===== src/rtl/hazard_unit.sv =====
// Pipeline hazard unit for a five-stage in-order core.
// Resolves operand forwarding into Execute, load-use interlocks,
// branch/jump flushes and data-memory wait stalls, and keeps saturating
// counters of stalled and flushed cycles.
module hazard_unit #(
    parameter int REG_ADDR_WIDTH = 5,
    parameter int CNT_WIDTH      = 16
) (
    input  logic                      clk,
    input  logic                      rst_n,
    input  logic [REG_ADDR_WIDTH-1:0] Rs1D,
    input  logic [REG_ADDR_WIDTH-1:0] Rs2D,
    input  logic [REG_ADDR_WIDTH-1:0] Rs1E,
    input  logic [REG_ADDR_WIDTH-1:0] Rs2E,
    input  logic [REG_ADDR_WIDTH-1:0] RdE,
    input  logic [REG_ADDR_WIDTH-1:0] RdM,
    input  logic [REG_ADDR_WIDTH-1:0] RdW,
    input  logic                      RegWriteM,
    input  logic                      RegWriteW,
    input  logic                      LoadE,
    input  logic                      PCSrcE,
    input  logic                      MemReqM,
    input  logic                      MemReadyM,
    output logic [1:0]                ForwardAE,
    output logic [1:0]                ForwardBE,
    output logic                      StallF,
    output logic                      StallD,
    output logic                      StallE,
    output logic                      StallM,
    output logic                      FlushD,
    output logic                      FlushE,
    output logic                      MemWait,
    output logic [CNT_WIDTH-1:0]      StallCount,
    output logic [CNT_WIDTH-1:0]      FlushCount
);

    localparam logic RUN     = 1'b0;
    localparam logic MEMWAIT = 1'b1;

    logic                 state_q, state_d;
    logic [CNT_WIDTH-1:0] stall_cnt_q, stall_cnt_d;
    logic [CNT_WIDTH-1:0] flush_cnt_q, flush_cnt_d;

    logic load_use;
    logic mem_stall;
    logic stall_f_raw, stall_d_raw, stall_e_raw, stall_m_raw;
    logic flush_d_raw, flush_e_raw;
    logic stall_event;
    logic [1:0] fwd_a_raw, fwd_b_raw;

    // Memory stage wins over Writeback; x0 is hard-wired zero and never forwarded.
    function automatic logic [1:0] fwd_sel(
        input logic [REG_ADDR_WIDTH-1:0] rs,
        input logic [REG_ADDR_WIDTH-1:0] rd_m,
        input logic                      we_m,
        input logic [REG_ADDR_WIDTH-1:0] rd_w,
        input logic                      we_w
    );
        logic [1:0] sel;
        sel = 2'b00;
        if (we_m && (rd_m != '0) && (rd_m == rs)) begin
            sel = 2'b10;
        end else if (we_w && (rd_w != '0) && (rd_w == rs)) begin
            sel = 2'b01;
        end
        return sel;
    endfunction

    assign load_use  = LoadE & (RdE != '0) & ((RdE == Rs1D) | (RdE == Rs2D));
    assign mem_stall = MemReqM & ~MemReadyM;

    // Zero-latency operand select for both Execute source operands.
    always_comb begin
        fwd_a_raw = fwd_sel(Rs1E, RdM, RegWriteM, RdW, RegWriteW);
        fwd_b_raw = fwd_sel(Rs2E, RdM, RegWriteM, RdW, RegWriteW);
    end

    // Stall/flush priority: memory wait > taken branch > load-use.
    always_comb begin
        stall_f_raw = 1'b0;
        stall_d_raw = 1'b0;
        stall_e_raw = 1'b0;
        stall_m_raw = 1'b0;
        flush_d_raw = 1'b0;
        flush_e_raw = 1'b0;
        if (mem_stall) begin
            stall_f_raw = 1'b1;
            stall_d_raw = 1'b1;
            stall_e_raw = 1'b1;
            stall_m_raw = 1'b1;
        end else if (PCSrcE) begin
            // The wrong-path load-use pair is squashed, so no interlock is needed.
            flush_d_raw = 1'b1;
            flush_e_raw = 1'b1;
        end else if (load_use) begin
            stall_f_raw = 1'b1;
            stall_d_raw = 1'b1;
            flush_e_raw = 1'b1;
        end
    end

    // A load-use hidden behind a taken branch is discarded and not counted.
    assign stall_event = mem_stall | (load_use & ~PCSrcE);

    // Next-state for the memory-wait FSM and the saturating counters.
    always_comb begin
        state_d = state_q;
        case (state_q)
            RUN:     if (mem_stall) state_d = MEMWAIT;
            MEMWAIT: if (MemReadyM) state_d = RUN;
            default: state_d = RUN;
        endcase
        stall_cnt_d = stall_cnt_q;
        if (stall_event && (stall_cnt_q != '1)) begin
            stall_cnt_d = stall_cnt_q + 1'b1;
        end
        flush_cnt_d = flush_cnt_q;
        if (flush_e_raw && (flush_cnt_q != '1)) begin
            flush_cnt_d = flush_cnt_q + 1'b1;
        end
    end

    // State and counters clear immediately on reset, even mid-wait.
    always_ff @(posedge clk or negedge rst_n) begin
        if (!rst_n) begin
            state_q     <= RUN;
            stall_cnt_q <= '0;
            flush_cnt_q <= '0;
        end else begin
            state_q     <= state_d;
            stall_cnt_q <= stall_cnt_d;
            flush_cnt_q <= flush_cnt_d;
        end
    end

    // Combinational outputs are held quiet while reset is asserted.
    always_comb begin
        ForwardAE = rst_n ? fwd_a_raw : 2'b00;
        ForwardBE = rst_n ? fwd_b_raw : 2'b00;
        StallF    = rst_n & stall_f_raw;
        StallD    = rst_n & stall_d_raw;
        StallE    = rst_n & stall_e_raw;
        StallM    = rst_n & stall_m_raw;
        FlushD    = rst_n & flush_d_raw;
        FlushE    = rst_n & flush_e_raw;
    end

    assign MemWait    = (state_q == MEMWAIT);
    assign StallCount = stall_cnt_q;
    assign FlushCount = flush_cnt_q;

endmodule


===== config.mk =====
export PLATFORM = sky130hd
export DESIGN_NAME = hazard_unit
export DESIGN_NICKNAME = d
export VERILOG_FILES = /design/src/rtl/hazard_unit.sv
export SDC_FILE = /design/constraint.sdc
export NUM_CORES = 1
export LEC_CHECK = 0
export CAP_MARGIN = 25
export CORE_ASPECT_RATIO = 1.75
export CORE_MARGIN = 1
export CORE_UTILIZATION = 30
export DETAILED_ROUTE_END_ITERATION = 10
export PLACE_DENSITY = 0.61
export SYNTH_ARGS = -nofsm -noshare
export SYNTH_HDL_FRONTEND = slang
export SYNTH_SLANG_ARGS = --single-unit
export TNS_END_PERCENT = 20

===== constraint.sdc =====
create_clock -name clk -period 2.3 [get_ports clk]
set_input_delay 0.46 -clock clk [delete_from_list [all_inputs] [get_ports clk]]
set_output_delay 0.46 -clock clk [all_outputs]
set_load 0.05 [all_outputs]

==> impl_metrics.tcl, run 1 <==
set metrics [dict create \
    gr-usage-met3 0.0440 \
    port_buffers 85 \
    grt_pass1_vias 2186 \
    ys_ff_latch 33 \
    core-area_mm2 0.00686 \
    vias 2050 \
    fin_skew_ns 0.00340 \
    end_kind "output pin" \
    vias_per_cell 4.96 \
    ys.warnings.count 0 \
    antenna-diode-count 0 \
    clk_path_buf_depth 2 \
    layout.nets 373 \
    max_cap_violations 0 \
    place_inst 402 \
    areaGrowthSynthToFinish_pct 69.2 \
    arrival_ns 1.90 \
    yosys.area_share.adder 0.0117 \
    p_per_area_mw_per_mm2 761 \
    place_area_mm2 0.00339 \
    wirelength_mm 5.86 \
    synth_area_leaders "dfrtp_1, xor2_1, xnor2_1" \
    die_w_um 65.8 \
    setup_viol 3 \
    synthSimpleGateAreaFrac 0.274 \
    synth_compound_area_frac 0.0387 \
    wl_per_cell_um 14.2 \
    drive_gt1_frac 0.304 \
    cp.required_ns 1.84 \
    die_h_um 114 \
    synth_seq_area_share 0.387 \
    antenna_found_initial 0 \
    netlist_area_mm2 0.00214 \
    timing.final.crit_share 1.03 \
    rr_startpoint "FlushCount[0]$_DFFE_PN0P_" \
    grt_overflow 0 \
    synthMuxAreaShare 0.0240 \
    grt.total_usage 0.172 \
    finalPower_mw 2.75 \
    rsz0062_at_grt "yes" \
    insertion_delay_ns 0.28 \
    hpwl_mm 4.49 \
    min_period_ns 2.36 \
    synth_ff_type "dfrtp_1" \
    gp_congestion 0.774 \
    crit_path_max_incr_delay_ns 0.44 \
    cts.htree.levels 2 \
    ys_async_sr_fraction 1.00 \
    path_class "in2out" \
    dpl_worst_slack_ns -0.481 \
    fill_cells 647 \
    initial_core_util 0.311 \
    cts_tree "done" \
    dr.pass1.iters 4 \
    startpoint_type "input port" \
    outcome "finished with violations" \
    synth_edf_count 0 \
    fin_area_mm2 0.00361 \
    slew_violations 0 \
    drc 0 \
    path_cells "clkdlybuf4s15_1, or4_4, o21ai_2, buf_4, nor4_4, nor4_4, buf_12" \
    synth_nets 254 \
    hold_violations 0 \
    synth_top_cell_area_share 0.387 \
    holdCritPathClass "in2async" \
    path_common_cell "nor4_4" \
    syn-instance-count 209 \
    violations "negative setup slack" \
    grtUsageMet1 0.164 \
    postRouteAntennaNets 0 \
    grt_pass1_wl_mm 9.83 \
    relSlewSlack 0.653 \
    cts_root_buf "clkbuf_16" \
    synth.distinct_cells 40 \
    drt_iter0_drc 79 \
    cts_inserted_buffers 5 \
    synth_area_leader_cell "dfrtp_1" \
    top_usage_layer "met2" \
    crit_slowest_cell "or4_4" \
    vdd_drop_max_v 0.000577 \
    max_slew.worst_pin.slew_ns 0.519 \
    syn_avg_cell_area_um2 10.2 \
    max_freq_mhz 424 \
    cp-startpoint "RdM[4]" \
    rows 40 \
    path_clk_slew_ns 0.05 \
    synth_xor_xnor_area_share 0.234 \
    synth_top_family_by_area "simple AND/OR/NAND/NOR gates" \
    pin_count 86 \
    met2_usage 0.331 \
    die_area_mm2 0.00747 \
    cp_max_fo 3 \
    p_leak_nw 1.55 \
    clock-sinks 33 \
    stdcell_count 413 \
    fin_ws_ns -0.0600 \
    grt_max_degree 40 \
]
==> cells in the mapped netlist, types with 2 or more instances <==
cell      count
xor2_1       35
inv_1         3
mux2_4        2
nor4_1        5
nand2_1      10
and3_1       10
nand4_1      11
nor3_1        5
buf_4         2
or4_1         6
ha_1          2
nor3_2        5
buf_2         2
nor2_1       11
dfrtp_1      33
xnor2_1      22
nand2b_1      3
nand3_1      16
and2_1        5
==> report_power, final <==
| part | switching [mW] | total (mW) | internal, mW |
|---|---|---|---|
| combinational | 0.672 | 1.12 | 0.448 |
| clock | 0.250 | 0.790 | 0.540 |
| sequential | 0.149 | 0.842 | 0.693 |
| total | 1.07 | 2.75 | 1.68 |
==> repair_timing <==
action / CTS / global route
hold buffers: 0 / 0
setup buffers: 3 / 0
cloned: 0 / 0
gates resized for setup: 102 / 1
pin swaps: 23 / 2
setup endpoints to repair: 7 / 7
==> layout by cell type, fill, tap and decap left out, types with 10 or more instances in the layout <==
cell / Yosys / final
and3_1: 10 / 10
xnor2_1: 22 / 22
dlygate4sd2_1: 0 / 12
dfrtp_1: 33 / 33
buf_4: 2 / 30
buf_2: 2 / 11
nand3_1: 16 / 16
nor2_1: 11 / 10
xor2_1: 35 / 35
nand4_1: 11 / 11
clkdlybuf4s50_1: 0 / 44
nand2_1: 10 / 10
==> metal layers <==
metal | vias up | share of wire
met5 | - | 0
li1 | 974 | -
met3 | 12 | 0.069
met1 | 979 | 0.34
met4 | 0 | 0.024
met2 | 85 | 0.57
==> path summary, 6_finish.rpt <==
kind                                               to  slack [ns]  depth (start not counted)
setup / recovery                         ForwardAE[0]       -0.06                          7
hold / removal              StallCount[5]$_DFFE_PN0P_        0.28                          2
setup reg to reg           FlushCount[15]$_DFFE_PN0P_        0.23                          7
hold reg to reg            StallCount[13]$_DFFE_PN0P_        0.49                          1
max in group asynchronous   StallCount[7]$_DFFE_PN0P_        1.68                          2
min in group clk           StallCount[13]$_DFFE_PN0P_        0.49                          1
==> cell families after synthesis <==
| kind of cell | Yosys count |
|---|---|
| and+or+nand+nor | 95 |
| xor gates and xnor gates | 57 |
| DFF | 33 |
| buffers and inverters | 10 |
| AOI/OAI and AO/OA | 8 |
| muxes | 4 |
| adders and majority gates | 2 |
==> cell type report <==
type,count,area (µm²),area share
Multi-Input combinational cell,166,1350,0.372
Clock buffer,6,139,0.0384
Clock inverter,2,37.5,0.0104
Inverter,3,11.3,0.00312
Timing Repair Buffer,119,1150,0.318
Tap cell,84,105,0.0291
Sequential cell,33,826,0.228
==> through the flow <==
step           utilization  hold WS (ns)  setup TNS [ns]
2_1_floorplan            -         0.164          -0.397
3_3_place_gp         0.494         0.479           -6.06
3_5_place_dp         0.494         0.486           -6.93
4_1_cts              0.527         0.313         -0.0194
5_1_grt              0.527         0.343          -0.502
6_report             0.527         0.284          -0.109
==> critical path, delay by kind of cell <==
family	cells	cell delay [ns]
AO/OA/AOI/OAI	1	0.19
buffers and inverters	3	0.57
AND/OR/NAND/NOR	3	0.69
==> flip-flops by register name (all words and copies together), names as in the netlist <==
| register | cells |
|---|---|
| StallCount | 16 |
| FlushCount | 16 |
| MemWait | 1 |
(Power assumes the default switching activity.)
==> run 2: changes to the inputs <==
==> constraint.sdc (replaced) <==
create_clock -name clk -period 2.3 [get_ports clk]
set_input_delay 0.46 -clock clk [delete_from_list [all_inputs] [get_ports clk]]
set_output_delay 0.46 -clock clk [all_outputs]
set_load 0.005 [all_outputs]
==> run 2 against run 1 <==
  * The run now ends clean
  * Hold slack worse by 0.039 ns
  * Sequential power about the same
  * Non-clock buffer count down 6
  * Fmax up 4.2%
  * Die area unchanged
  * Flip-flop and latch count stayed put
  * Count of clock-buffer cells in the layout fell by 1
  * Cell count shrank 1.7%
  * Critical path depth is 2 lower
  * Critical path type unchanged
  * Largest power group is now registers
  * Highest routed layer unchanged
==> impl_metrics.tcl, run 2 (same netlist as run 1, synthesis figures left out) <==
set metrics [dict create \
    outcome "completed" \
    gr-usage-met3 0.0310 \
    cts_tree "done" \
    rr_endpoint "FlushCount[13]$_DFFE_PN0P_" \
    wirelength_mm 5.44 \
    grt.total_usage 0.157 \
    reg2reg_depth 7 \
    drive_gt1_frac 0.242 \
    multi_input_area_mm2 0.00131 \
    dr.pass1.iters 4 \
    arrival_ns 1.81 \
    cts_inserted_buffers 5 \
    wl_per_cell_um 13.4 \
    stdcell_count 406 \
    core-area_mm2 0.00686 \
    crit_path_max_incr_delay_ns 0.49 \
    antenna_found_initial 0 \
    pin_count 86 \
    max_freq_mhz 441 \
    crit_slowest_cell "or4_1" \
    die_h_um 114 \
    die_w_um 65.8 \
    vdd_drop_max_v 0.000360 \
    antenna-diode-count 0 \
    hold_violations 0 \
    startpoint_type "input port" \
    fin_skew_ns 0.00843 \
    initial_core_util 0.311 \
    clock-sinks 33 \
    hold_buffers 0 \
    final-seq-area_um2 826 \
    grt_pass1_wl_mm 9.01 \
    clk_path_buf_depth 2 \
    top_usage_layer "met2" \
    fin_setup_tns_ns 0 \
    rsz0062_at_grt "yes" \
    insertion_delay_ns 0.27 \
    timing.final.crit_share 0.985 \
    rows 40 \
    path_cells "dlygate4sd2_1, xor2_1, or4_1, nor4_2, buf_2" \
    layout.nets 367 \
    hpwl_mm 4.36 \
    areaGrowthSynthToFinish_pct 60.0 \
    min_period_ns 2.27 \
    max_slew.worst_pin.slew_ns 0.348 \
    gp_congestion 0.796 \
    die_area_mm2 0.00747 \
    drc 0 \
    finalPower_mw 2.26 \
    grtUsageMet1 0.170 \
    place_inst 397 \
    final_common_cell "clkdlybuf4s50_1" \
    max_cap_violations 0 \
    port_buffers 85 \
    path_class "in2out" \
    p_leak_nw 1.51 \
    path_clk_slew_ns 0.06 \
    setup_viol 0 \
    holdCritPathClass "in2async" \
    vias 1958 \
    final_cell_mix "clkdlybuf4s50_1, xor2_1, dfrtp_1, buf_4, xnor2_1" \
    cts_root_buf "clkbuf_16" \
    relSlewSlack 0.768 \
    cp_max_fo 2 \
    grt_max_degree 40 \
    rr_startpoint "FlushCount[0]$_DFFE_PN0P_" \
    end_kind "output pin" \
    slew_violations 0 \
    cp.required_ns 1.84 \
    fill_cells 682 \
    grt_overflow 0 \
    met2_usage 0.286 \
    grt_pass1_vias 1967 \
    vias_per_cell 4.82 \
    hold_slack_ns 0.244 \
    cts.htree.levels 2 \
    p_per_area_mw_per_mm2 662 \
    postRouteAntennaNets 0 \
    rrSetupSlack_ns 0.31 \
    drt_iter0_drc 53 \
]
-- run 2: cell types whose count changed in the layout (fill, tap and decap cells not counted), sizes merged --
cell           delta
clkbuf            +3
buf              -21
clkdlybuf4s15     +2
dlygate4sd2       +8
clkdlybuf4s50     -1
clkinvlp          -1
dlymetal6s2s      +2
clkinv            +1
-- run 2: metal layers --
metal	share of wire	vias to the layer above	wire, µm
li1	-	959	-
met1	0.36	925	1960
met2	0.57	68	3090
met3	0.056	6	307
met4	0.015	0	82
met5	0	-	0
-- run 2: power breakdown --
part / total (mW) / leakage [nW] / internal, mW / switching [mW]
Clock: 0.737 / 0.0797 / 0.502 / 0.234
Combinational: 0.684 / 1.01 / 0.425 / 0.259
Sequential: 0.841 / 0.425 / 0.693 / 0.148
-- run 2: timing repair --
| item | in CTS | in global routing |
|---|---|---|
| pin swaps | 18 | 11 |
| setup endpoints to repair | 14 | 8 |
| gates resized for setup | 93 | 12 |
| endpoints found under the hold margin | 0 | 0 |
| buffers inserted | 2 | 0 |
-- run 2: stage by stage --
step / util / setup WS, ns / area (µm²)
finish: 0.499 / 0.0347 / 3420
global route: 0.499 / -0.0616 / 3420
CTS: 0.499 / -0.0682 / 3420
detailed placement: 0.471 / -0.858 / 3230
global placement: 0.471 / -0.839 / 3230
floorplan: - / 0.0733 / 2140
-- run 2: how the worst max path moves through the flow --
| stage | start | endpoint | slack [ns] | cells past startpoint |
|---|---|---|---|---|
| after detailed placement | RdM[1] | ForwardBE[0] | -0.86 | 6 |
| after global routing | Rs2E[1] | ForwardBE[0] | -0.06 | 5 |
| after global placement | RdM[1] | ForwardBE[0] | -0.84 | 6 |
| final | Rs2E[1] | ForwardBE[0] | 0.03 | 5 |
| after CTS | MemReadyM | FlushD | -0.07 | 4 |
| after floorplan | RdE[1] | StallF | 0.07 | 6 |
-- run 2: layout make-up --
type,instances,area share
Clock buffer,5,0.0366
Clock inverter,2,0.0102
Inverter,3,0.00329
Multi-Input combinational cell,166,0.384
Sequential cell,33,0.242
Tap cell,84,0.0307
Timing Repair Buffer,113,0.294
-- run 2: critical path, delay by kind of cell --
kind	cells	cell delay, ns
xor+xnor	1	0.14
buf+inv	2	0.42
simple gates	2	0.79
